[config.mk]
export PLATFORM = sky130hd
export DESIGN_NAME = poly_note_sequencer
export DESIGN_NICKNAME = d
export VERILOG_FILES = /design/src/rtl/poly_seq_pkg.sv /design/src/rtl/seq_voice.sv /design/src/rtl/poly_note_sequencer.sv
export SDC_FILE = /design/constraint.sdc
export NUM_CORES = 2
export LEC_CHECK = 0
export ABC_AREA = 1
export ABC_CLOCK_PERIOD_IN_PS = 5600
export CORE_MARGIN = 2
export CORE_UTILIZATION = 65
export DETAILED_ROUTE_END_ITERATION = 10
export PLACE_DENSITY_LB_ADDON = 0.08
export SLEW_MARGIN = 20
export SYNTH_ARGS = -nofsm -noshare
export SYNTH_HDL_FRONTEND = slang
export SYNTH_SLANG_ARGS = --single-unit
[constraint.sdc]
create_clock -name CLK -period 5.6 [get_ports CLK]
set_input_delay 1.12 -clock CLK [delete_from_list [all_inputs] [get_ports CLK]]
set_output_delay 1.12 -clock CLK [all_outputs]
set_load 0.03 [all_outputs]
[src/rtl/poly_seq_pkg.sv]
// Shared types, instruction layout and pitch/tempo helpers for the polyphonic note sequencer.
package poly_seq_pkg;

    localparam int unsigned TICK_W = 32;
    localparam int unsigned PER_W  = 24;

    localparam logic [3:0] OP_END = 4'b0000;
    localparam logic [3:0] OP_BPM = 4'b0001;

    typedef enum logic [1:0] {
        STY_NORMAL   = 2'd0,
        STY_LEGATO   = 2'd1,
        STY_STACCATO = 2'd2,
        STY_ALT      = 2'd3
    } style_e;

    typedef enum logic [2:0] {
        S_FETCH  = 3'd0,
        S_WAIT   = 3'd1,
        S_DECODE = 3'd2,
        S_DIV    = 3'd3,
        S_PLAY   = 3'd4,
        S_HALT   = 3'd5
    } state_e;

    // NOTE word layout, MSB first.
    typedef struct packed {
        logic       is_note;
        logic       chord;
        style_e     style;
        logic [3:0] len;
        logic [1:0] vol;
        logic [1:0] oct;
        logic [3:0] note;
    } note_instr_t;

    function automatic logic [TICK_W-1:0] default_tick(input int unsigned clk_hz,
                                                       input int unsigned bpm);
        return TICK_W'(clk_hz * 15 / bpm);
    endfunction

    // Octave-0 is C1..B1; frequencies in tenths of a hertz.
    function automatic logic [PER_W-1:0] period_tbl(input int unsigned clk_hz,
                                                    input logic [3:0] note);
        int unsigned f;
        case (note)
            4'd0:    f = 327;
            4'd1:    f = 346;
            4'd2:    f = 367;
            4'd3:    f = 389;
            4'd4:    f = 412;
            4'd5:    f = 437;
            4'd6:    f = 462;
            4'd7:    f = 490;
            4'd8:    f = 519;
            4'd9:    f = 550;
            4'd10:   f = 583;
            4'd11:   f = 617;
            default: f = 0;
        endcase
        if (f == 0) return PER_W'(1);
        return PER_W'(clk_hz * 10 / f);
    endfunction

endpackage

[src/rtl/seq_voice.sv]
// One tone generator: sixteenth/tick length counters, phase counter with duty compare,
// and articulation gating. Loading restarts the voice from a clean state.
module seq_voice
    import poly_seq_pkg::*;
#(
    parameter int unsigned CLK_HZ = 50000000
) (
    input  logic              i_clk,
    input  logic              i_rst_n,
    input  logic              i_load,
    input  logic [3:0]        i_note,
    input  logic [1:0]        i_oct,
    input  logic [1:0]        i_vol,
    input  logic [3:0]        i_len,
    input  style_e            i_style,
    input  logic [TICK_W-1:0] i_tick,
    output logic              o_out,
    output logic              o_busy
);

    logic              r_busy;
    logic              r_rest;
    logic [3:0]        r_len;
    logic [3:0]        r_six;
    style_e            r_style;
    logic [TICK_W-1:0] r_sub;
    logic [TICK_W-1:0] r_tick_l;
    logic [PER_W-1:0]  r_period;
    logic [PER_W-1:0]  r_high;
    logic [PER_W-1:0]  r_phase;

    logic [PER_W-1:0]  w_period;
    logic [PER_W-1:0]  w_high;
    logic              w_gate;

    assign w_period = period_tbl(CLK_HZ, i_note) >> i_oct;
    assign w_high   = (w_period >> 3) * (PER_W'(i_vol) + PER_W'(1));

    always_ff @(posedge i_clk or negedge i_rst_n) begin
        if (!i_rst_n) begin
            r_busy   <= 1'b0;
            r_rest   <= 1'b0;
            r_len    <= 4'd0;
            r_six    <= 4'd0;
            r_style  <= STY_NORMAL;
            r_sub    <= '0;
            r_tick_l <= '0;
            r_period <= '0;
            r_high   <= '0;
            r_phase  <= '0;
        end else if (i_load) begin
            r_busy   <= 1'b1;
            r_rest   <= (i_note >= 4'd12);
            r_len    <= i_len;
            r_six    <= 4'd0;
            r_style  <= i_style;
            r_sub    <= '0;
            r_tick_l <= i_tick;
            r_period <= w_period;
            r_high   <= w_high;
            r_phase  <= '0;
        end else if (r_busy) begin
            r_phase <= (r_phase >= r_period - PER_W'(1)) ? '0 : r_phase + PER_W'(1);
            // Tempo is re-sampled only at sixteenth boundaries.
            if (r_sub + TICK_W'(1) >= r_tick_l) begin
                r_sub    <= '0;
                r_tick_l <= i_tick;
                if (r_six == r_len) r_busy <= 1'b0;
                else                r_six  <= r_six + 4'd1;
            end else begin
                r_sub <= r_sub + TICK_W'(1);
            end
        end
    end

    always_comb begin
        w_gate = 1'b1;
        case (r_style)
            STY_LEGATO:   w_gate = 1'b1;
            STY_STACCATO: w_gate = ({1'b0, r_six} < (({1'b0, r_len} + 5'd2) >> 1));
            default:      w_gate = !((r_len != 4'd0) && (r_six == r_len));
        endcase
    end

    assign o_out  = r_busy && !r_rest && w_gate && (r_phase < r_high);
    assign o_busy = r_busy;

endmodule

[src/rtl/poly_note_sequencer.sv]
// Polyphonic music sequencer: fetches 16-bit instructions from async SRAM, decodes
// BPM/END/NOTE, divides tempo into a tick and drives VOICES tone generators.
module poly_note_sequencer
    import poly_seq_pkg::*;
#(
    parameter int unsigned CLK_HZ      = 50000000,
    parameter int unsigned VOICES      = 4,
    parameter int unsigned ADDR_W      = 18,
    parameter int unsigned SRAM_WAIT   = 2,
    parameter int unsigned DEFAULT_BPM = 96
) (
    input  logic              CLK,
    input  logic              RST_N,
    output logic [ADDR_W-1:0] SRAM_A,
    input  logic [15:0]       SRAM_D,
    output logic              SRAM_WE,
    output logic              SRAM_CE,
    output logic              SRAM_OE,
    output logic              SRAM_LB,
    output logic              SRAM_UB,
    output logic              SPEAKER,
    output logic [VOICES-1:0] VOICE_OUT,
    output logic              HALTED,
    output logic              ERR,
    output logic [ADDR_W-1:0] PC_DBG
);

    localparam int unsigned       VIDX_W   = (VOICES > 1) ? $clog2(VOICES) : 1;
    localparam logic [VIDX_W-1:0] VMAX     = VIDX_W'(VOICES - 1);
    localparam logic [TICK_W-1:0] DIVIDEND = TICK_W'(CLK_HZ * 15);

    state_e            r_state, w_next;
    logic [ADDR_W-1:0] r_pc, r_sram_a;
    logic [7:0]        r_wait;
    logic [TICK_W-1:0] r_tick;
    logic [VIDX_W-1:0] r_vidx, r_last;
    logic              r_full, r_err;
    logic [11:0]       r_rem, r_div;
    logic [31:0]       r_quo;
    logic [4:0]        r_dcnt;

    note_instr_t       w_ni;
    logic [3:0]        w_op;
    logic [11:0]       w_bpm;
    logic [12:0]       w_trial;
    logic              w_ge;
    logic [VOICES-1:0] w_load, w_out, w_busy;
    logic              w_halted;

    assign w_ni    = note_instr_t'(SRAM_D);
    assign w_op    = SRAM_D[15:12];
    assign w_bpm   = SRAM_D[11:0];
    assign w_trial = {r_rem, r_quo[31]};
    assign w_ge    = (w_trial >= {1'b0, r_div});

    always_ff @(posedge CLK or negedge RST_N) begin
        if (!RST_N) r_state <= S_FETCH;
        else        r_state <= w_next;
    end

    always_comb begin
        w_next = r_state;
        case (r_state)
            S_FETCH:  w_next = S_WAIT;
            S_WAIT:   if (r_wait == 8'(SRAM_WAIT - 1)) w_next = S_DECODE;
            S_DECODE: begin
                if (w_ni.is_note)                          w_next = w_ni.chord ? S_FETCH : S_PLAY;
                else if (w_op == OP_END)                   w_next = S_HALT;
                else if (w_op == OP_BPM && w_bpm != 12'd0) w_next = S_DIV;
                else                                       w_next = S_FETCH;
            end
            S_DIV:    if (r_dcnt == 5'd31) w_next = S_FETCH;
            S_PLAY:   if (!w_busy[r_last]) w_next = S_FETCH;
            S_HALT:   w_next = S_HALT;
            default:  w_next = S_FETCH;
        endcase
    end

    always_comb begin
        w_load   = '0;
        w_halted = (r_state == S_HALT);
        if (r_state == S_DECODE && w_ni.is_note) w_load[r_vidx] = 1'b1;
    end

    always_ff @(posedge CLK or negedge RST_N) begin
        if (!RST_N) begin
            r_pc     <= '0;
            r_sram_a <= '0;
            r_wait   <= 8'd0;
            r_tick   <= default_tick(CLK_HZ, DEFAULT_BPM);
            r_vidx   <= '0;
            r_last   <= '0;
            r_full   <= 1'b0;
            r_err    <= 1'b0;
            r_rem    <= 12'd0;
            r_div    <= 12'd0;
            r_quo    <= 32'd0;
            r_dcnt   <= 5'd0;
        end else begin
            case (r_state)
                S_FETCH: begin
                    r_sram_a <= r_pc;
                    r_wait   <= 8'd0;
                end
                S_WAIT: r_wait <= r_wait + 8'd1;
                S_DECODE: begin
                    r_pc <= r_pc + ADDR_W'(1);
                    if (w_ni.is_note) begin
                        // Once the top voice holds a chord member, any further note overwrites it.
                        if (r_full) r_err <= 1'b1;
                        if (w_ni.chord) begin
                            if (r_vidx == VMAX) r_full <= 1'b1;
                            else                r_vidx <= r_vidx + VIDX_W'(1);
                        end else begin
                            r_last <= r_vidx;
                            r_vidx <= '0;
                            r_full <= 1'b0;
                        end
                    end else if (w_op == OP_BPM) begin
                        if (w_bpm == 12'd0) begin
                            r_err <= 1'b1;
                        end else begin
                            r_div  <= w_bpm;
                            r_quo  <= DIVIDEND;
                            r_rem  <= 12'd0;
                            r_dcnt <= 5'd0;
                        end
                    end else if (w_op != OP_END) begin
                        r_err <= 1'b1;
                    end
                end
                S_DIV: begin
                    r_rem  <= w_ge ? 12'(w_trial - {1'b0, r_div}) : w_trial[11:0];
                    r_quo  <= {r_quo[30:0], w_ge};
                    r_dcnt <= r_dcnt + 5'd1;
                    if (r_dcnt == 5'd31) r_tick <= {r_quo[30:0], w_ge};
                end
                default: ;
            endcase
        end
    end

    for (genvar g = 0; g < VOICES; g++) begin : g_voice
        seq_voice #(.CLK_HZ(CLK_HZ)) u_voice (
            .i_clk   (CLK),
            .i_rst_n (RST_N),
            .i_load  (w_load[g]),
            .i_note  (w_ni.note),
            .i_oct   (w_ni.oct),
            .i_vol   (w_ni.vol),
            .i_len   (w_ni.len),
            .i_style (w_ni.style),
            .i_tick  (r_tick),
            .o_out   (w_out[g]),
            .o_busy  (w_busy[g])
        );
    end

    assign SRAM_A    = r_sram_a;
    assign SRAM_WE   = 1'b1;
    assign SRAM_CE   = 1'b0;
    assign SRAM_OE   = 1'b0;
    assign SRAM_LB   = 1'b0;
    assign SRAM_UB   = 1'b0;
    assign VOICE_OUT = w_out;
    assign SPEAKER   = |w_out;
    assign HALTED    = w_halted;
    assign ERR       = r_err;
    assign PC_DBG    = r_pc;

endmodule

# Word level (Yosys, flattened, before mapping)
# Memories as Yosys holds them, arrays and structs flattened.
# Index checks and enable logic that the tools add are counted.
# Widths: inputs -> output; s select.
[classes]
addsub = 26
mul = 4
n_div = 4
magnitude_cmp = 21
eq_ne = 35
n_shift = 4
n_mux = 120
bitwise_logic = 3
reduce_logical = 68
[ops]
columns = ["op", "n"]
rows = [
  ["$mux 32", 27],
  ["$mux 24", 20],
  ["$add 32x1->32 const B", 4],
  ["$div 29x32->32 const A", 4],
  ["$ge 32x32->1", 4],
  ["$logic_not 32->1", 4],
  ["$add 24x1->24 const B", 4],
  ["$ge 24x24->1", 4],
  ["$lt 24x24->1", 4],
  ["$mul 21x24->24", 4],
  ["$shr 24x2->24", 4],
  ["$sub 24x1->24 const B", 4],
  ["$mux 4", 17],
  ["$pmux 32 s2", 1],
  ["$mux 12", 4],
  ["$mux 1", 29],
  ["$pmux 12 s2", 1],
  ["$reduce_and 3->1", 8],
  ["$add 4x2->5 const B", 4],
  ["$ne 2x2->1 const B", 10],
  ["$reduce_bool 2->1", 10],
  ["$reduce_bool 4->1", 5],
  ["$logic_and 1x1->1", 19],
  ["$add 18x1->18 const B", 1],
  ["41 further kinds", 89],
]
[word_totals]
ff_bits = 738
rom_bits = 640
inputBits = 18
output_inout_bits = 48
mem_count = 4
[memory_table]
columns = ["name", "depth", "word_bits", "read_ports", "rd_clocked_by_memory_dff", "write_ports", "line", "text"]
rows = [
  ["(name not given)", 16, 10, 1, 0, 0, "poly_seq_pkg.sv:46", "case (note)"],
  ["(name not given)", 16, 10, 1, 0, 0, "poly_seq_pkg.sv:46", ""],
  ["(name not given)", 16, 10, 1, 0, 0, "poly_seq_pkg.sv:46", ""],
  ["(name not given)", 16, 10, 1, 0, 0, "poly_seq_pkg.sv:46", ""],
]

# Depth between registers and ports, before layout
[depth]
word_depth = 7
mapped_depth = 294
ltp_nobuf = 272

# Modules after synthesis
# A second synthesis with hierarchy kept.
[hier_totals]
cells_unflattened = 14715
area_unflattened_um2 = 98091.6
[modules_own_cells]
columns = ["module", "n_inst", "cells_per_inst", "area_each_um2", "seq_area_each_um2"]
rows = [
  ["seq_voice at g_voice[1].u_voice ...", 2, 3451, 22597.9, 3703.6],
  ["seq_voice at g_voice[0].u_voice", 1, 3493, 22821.9, 3703.6],
  ["seq_voice at g_voice[3].u_voice", 1, 3422, 22770.6, 3703.6],
  ["poly_note_sequencer", 1, 898, 7303.3, 3669.8],
]

# Worst setup path before layout
# Ideal clock, no wire load.
[synth_path]
path_type = "in2reg"
from = "input port SRAM_D[0]"
to = "register g_voice[2].u_voice.r_period[0]"
setup_time_ns = 0.116
arrival_time_ns = 35.158
required_time_ns = 5.484
setup_slack_ns = -29.675
stages = 260
path_buffers = 23
cell_sequence = "ha_1 nor2_1 nand2_1 nand3_4 inv_2 buf_4 buf_6 buf_6 ha_1 clkbuf_1 inv_1 nor2_1 ha_1 o21ai_0 a21oi_1 ha_1 xor2_1 nor2_1 [... 224 more ...] nand2_2 buf_4 nand2_1 o21ai_0 inv_1 ha_1 nand2_1 inv_1 nand3_1 nand2_1 nand2_1 nand2_1 nand2_1 nand2_1 nand2_1 nand2_2 nand2_1 nand2_1"
[synth_between]
elab_chain_cells = 5
[synth_rtl]
columns = ["item", "line", "text"]
rows = [
  ["start, declared", "poly_note_sequencer.sv:15", "input logic [15:0] SRAM_D,"],
  ["$mem_v2 16x10 *", "-", ""],
  ["parallel branches: the longest is 2 deep, another holds $div 29x32->32", "-", ""],
  ["$mux 24 *", "poly_seq_pkg.sv:62", "return PER_W'(clk_hz * 10 / f);"],
  ["$shr 24x2->24 *", "seq_voice.sv:36", "assign w_period = period_tbl(CLK_HZ, i_note) >> i_oct;"],
  ["end signal, assigned", "seq_voice.sv:59", "r_period <= w_period;"],
  ["end, declared", "seq_voice.sv:28", "logic [PER_W-1:0] r_period;"],
]
# Every way passes the cells marked *.
# A chain may end at the register's enable or synchronous reset.

# Worst setup path in the final report
[layout_path]
from = "input port SRAM_D[0]"
to = "register g_voice[0].u_voice.r_period[0]"
[layout_between]
elab_chain_cells = 5
[layout_rtl]
columns = ["item", "line"]
rows = [
  ["$mem_v2 16x10 *", "-"],
  ["parallel branches: the longest is 2 deep, another holds $div 29x32->32", "-"],
  ["$mux 24 *", "poly_seq_pkg.sv:62"],
  ["$shr 24x2->24 *", "seq_voice.sv:36"],
  ["end signal, assigned", "seq_voice.sv:59"],
  ["end, declared", "seq_voice.sv:28"],
]
# Marks and branches as above.

==> flow_metrics.env <==
export IMPL_outcome="finished, violations left"
export IMPL_failed_checks="setup timing"
export IMPL_stdcell_area_um2=72440
export IMPL_max_stage_delay_ns=0.41
export IMPL_synth_seq_area_share_pct=33.31
export IMPL_synth_cell_type_count=75
export IMPL_max_freq_ghz=0.03077
export IMPL_wirelength_um=188500
export IMPL_numClockSinks=738
export IMPL_cts_root_buf="clkbuf_16"
export IMPL_fillCellCount=5047
export IMPL_core_area_um2=84880
export IMPL_cts_tree="done"
export IMPL_syn_inst=7302
export IMPL_synthFlopType="dfrtp_1"
export IMPL_die_h_um=296.2
export IMPL_wl_per_cell_um=19.61
export IMPL_grt_overflow_total=0
export IMPL_drtIter0Drc=5470
export IMPL_critPathTopFamily="simple AND/OR/NAND/NOR gates"
export IMPL_async_reset_ff_share_pct=100.0
export IMPL_grt_pass1_vias=55200
export IMPL_hp_class="primary input to asynchronous set/reset pin"
export IMPL_areaGrowthSynthToFinish_pct=30.56
export IMPL_gp_congestion=0.9952
export IMPL_stdcell_count=9613
export IMPL_cp_arrival_ns=33.03
export IMPL_htreeDepth=3
export IMPL_rows=107
export IMPL_grt_max_degree=129
export IMPL_yosys_warnings=0
export IMPL_cp_start_kind="primary input"
export IMPL_final_layout_size_suffix_gt1_share_pct=24.74
export IMPL_cp_slowest_cell="a2111oi_4"
export IMPL_num_io_pins=66
export IMPL_hold_violations=0
export IMPL_post_route_period_util_pct=580.3
export IMPL_synth_area_per_cell_um2=7.598
export IMPL_crit_top_cell="nand2_2"
export IMPL_die_w_um=296.2
export IMPL_finalCriticalPeriod_ns=32.49
export IMPL_antenna_left=0
export IMPL_drtPass1Iterations=6
export IMPL_nNetsFinal=9029
export IMPL_place_hpwl_um=126000
export IMPL_dp_cells=9207
export IMPL_cts_clk_slew_worst_paths_ns=0.06
export IMPL_gr_usage_all_layers_pct=40.63
export IMPL_antenna_found_initial=11
export IMPL_cts_made_buffers=80
export IMPL_num_vias=57000
export IMPL_clkLatencyLatePin_ns=0.68
export IMPL_vias_per_cell=5.929
export IMPL_synth_edf_count=0
export IMPL_post_dp_cell_area_um2=64270
export IMPL_start_util_pct=65.37
export IMPL_endpoint_kind="register"
export IMPL_crit_fanout=8
export IMPL_worst_pin_slew_ns=1.110
export IMPL_slew_headroom_pct=25.95
export IMPL_setup_viol=273
export IMPL_maxCapViolations=0
export IMPL_drv_slew=0
export IMPL_grt_pass1_wl_um=283800
export IMPL_cts_max_path_buffers=3
export IMPL_synth_cell_area_um2=55480
export IMPL_rsz0062_at_grt="yes"
export IMPL_port_buffers=60
export IMPL_clock_skew_ns=0.03901
export IMPL_critPathKind="primary input to register"
export IMPL_required_ns=6.13
export IMPL_path_buf_inv=51
export IMPL_setup_ws_ns=-26.89
export IMPL_synth_seq_cells=738
export IMPL_die_area_um2=87710
export IMPL_drcViolationCount=0
-- stage by stage --
stage | hold slack (ns) | TNS, ns | worst slack, ns | utilization (%)
after detailed placement | 0.4641 | -3522.40 | -28.17 | 75.72
after floorplan | 0.4434 | -3217.54 | -26.26 | -
final | 0.4427 | -3334.77 | -26.89 | 85.35
after global placement | 0.4582 | -3396.51 | -27.15 | 75.72
after CTS | 0.4787 | -3070.79 | -24.82 | 82.75
after global routing | 0.5020 | -3649.89 | -28.50 | 85.33
-- per-layer routing --
metal | vias up | global-route usage, % | part of all wire (%)
met5 | - | 0 | 0.029
met4 | 8 | 22.03 | 6.7
met3 | 854 | 7.802 | 9.6
met2 | 2840 | 65.48 | 45
met1 | 27000 | 51.65 | 39
li1 | 26290 | - | -
-- worst paths after layout --
kind | to | depth (start not counted) | slack [ns] | from
max | g_voice[0].u_voice.r_period[0]$_DFFE_PN0P_ | 251 | -26.89 | SRAM_D[0]
min reg2reg | g_voice[2].u_voice.r_high[0]$_DFFE_PN0P_ | 2 | 0.48 | g_voice[2].u_voice.r_high[0]$_DFFE_PN0P_
max in group asynchronous | r_tick[24]$_DFFE_PN0P_ | 2 | 3.91 | RST_N
min | g_voice[1].u_voice.r_high[10]$_DFFE_PN0P_ | 1 | 0.44 | RST_N
min in group CLK | g_voice[2].u_voice.r_high[0]$_DFFE_PN0P_ | 2 | 0.48 | g_voice[2].u_voice.r_high[0]$_DFFE_PN0P_
max reg2reg | g_voice[3].u_voice.r_six[3]$_DFFE_PN0P_ | 26 | -0.41 | g_voice[3].u_voice.r_sub[2]$_DFFE_PN0P_
-- sequential cells by signal, indices dropped and copies added (netlist names), 5 cells and up --
signal	count
g_voice.u_voice.r_six	16
g_voice.u_voice.r_style	8
r_wait	8
PC_DBG	18
g_voice.u_voice.r_len	16
g_voice.u_voice.r_high	96
r_tick	32
g_voice.u_voice.r_tick_l	128
r_div	12
g_voice.u_voice.r_sub	128
r_rem	12
g_voice.u_voice.r_phase	96
r_quo	32
g_voice.u_voice.r_period	96
r_dcnt	5
SRAM_A	18
-- layout by cell type, fill, tap and decap left out, drive strengths merged, types with 30 or more instances in the layout --
master	synthesis	layout
nand2	1598	1599
inv	1156	1162
buf	71	1148
dfrtp	725	725
o21ai	697	697
ha	589	589
nor2	456	456
xor2	327	327
a21oi	317	317
nand3	290	290
o22ai	163	163
nor3	127	127
clkbuf	143	110
xnor2	104	104
nand4	90	90
clkdlybuf4s50	0	55
nor4	42	42
o21a	32	32
o21bai	30	30
a211oi	30	30
-- synth_stat cells, types with 21 or more instances --
| cell type | number | area (um^2) |
|---|---|---|
| nand3_1 | 274 | 1371 |
| dfrtp_1 | 725 | 18140 |
| or2_2 | 21 | 131.4 |
| clkbuf_1 | 142 | 533.0 |
| nor4_1 | 42 | 262.8 |
| a31oi_1 | 24 | 150.1 |
| fa_1 | 21 | 420.4 |
| xor2_1 | 327 | 2864 |
| nand2_1 | 1530 | 5743 |
| a21oi_1 | 312 | 1562 |
| buf_4 | 37 | 277.8 |
| nor3_1 | 127 | 635.6 |
| nor2_1 | 446 | 1674 |
| a211oi_1 | 30 | 225.2 |
| o21bai_1 | 29 | 217.7 |
| nand4_1 | 88 | 550.5 |
| nand2_2 | 53 | 331.6 |
| ha_1 | 589 | 7370 |
| inv_2 | 24 | 90.09 |
| o21ai_0 | 679 | 3398 |
| o22ai_1 | 163 | 1020 |
| xnor2_1 | 104 | 910.9 |
| inv_1 | 1132 | 4249 |
| o21a_1 | 32 | 240.2 |
-- cell type report --
cell class                      count  area [um^2]  share of cell area, %
Antenna cell                        5        12.51                0.01727
Clock buffer                      110         2307                  3.185
Clock inverter                     35        564.3                 0.7790
Inverter                         1161         4462                  6.159
Multi-Input combinational cell   5212        35460                  48.95
Sequential cell                   738        18480                  25.52
Tap cell                         1144         1431                  1.976
Timing Repair Buffer             1203         9684                  13.37
Timing Repair inverter              5        36.28                0.05009
-- cell families after synthesis --
family                     after synthesis  share of synthesized area [%]
muxes                                    3                        0.05638
xor gates and xnor gates               431                          6.804
adders and majority gates              610                          14.04
other                                    2                        0.01354
and+or+nand+nor                       2668                          20.67
buffers and inverters                 1375                          9.742
AOI/OAI and AO/OA                     1475                          15.36
DFF                                    738                          33.31
-- repair_timing --
| action | in CTS | in global routing |
|---|---|---|
| pin swaps | 266 | 238 |
| gates cloned | 7 | 1 |
| resized for setup | 478 | 381 |
| hold buffers | 0 | 0 |
| buffers inserted | 188 | 84 |
| endpoints found under the setup margin | 235 | 434 |
Power is not shown: default switching activity piles up to over one toggle a cycle in this logic, so the estimate is an artifact.
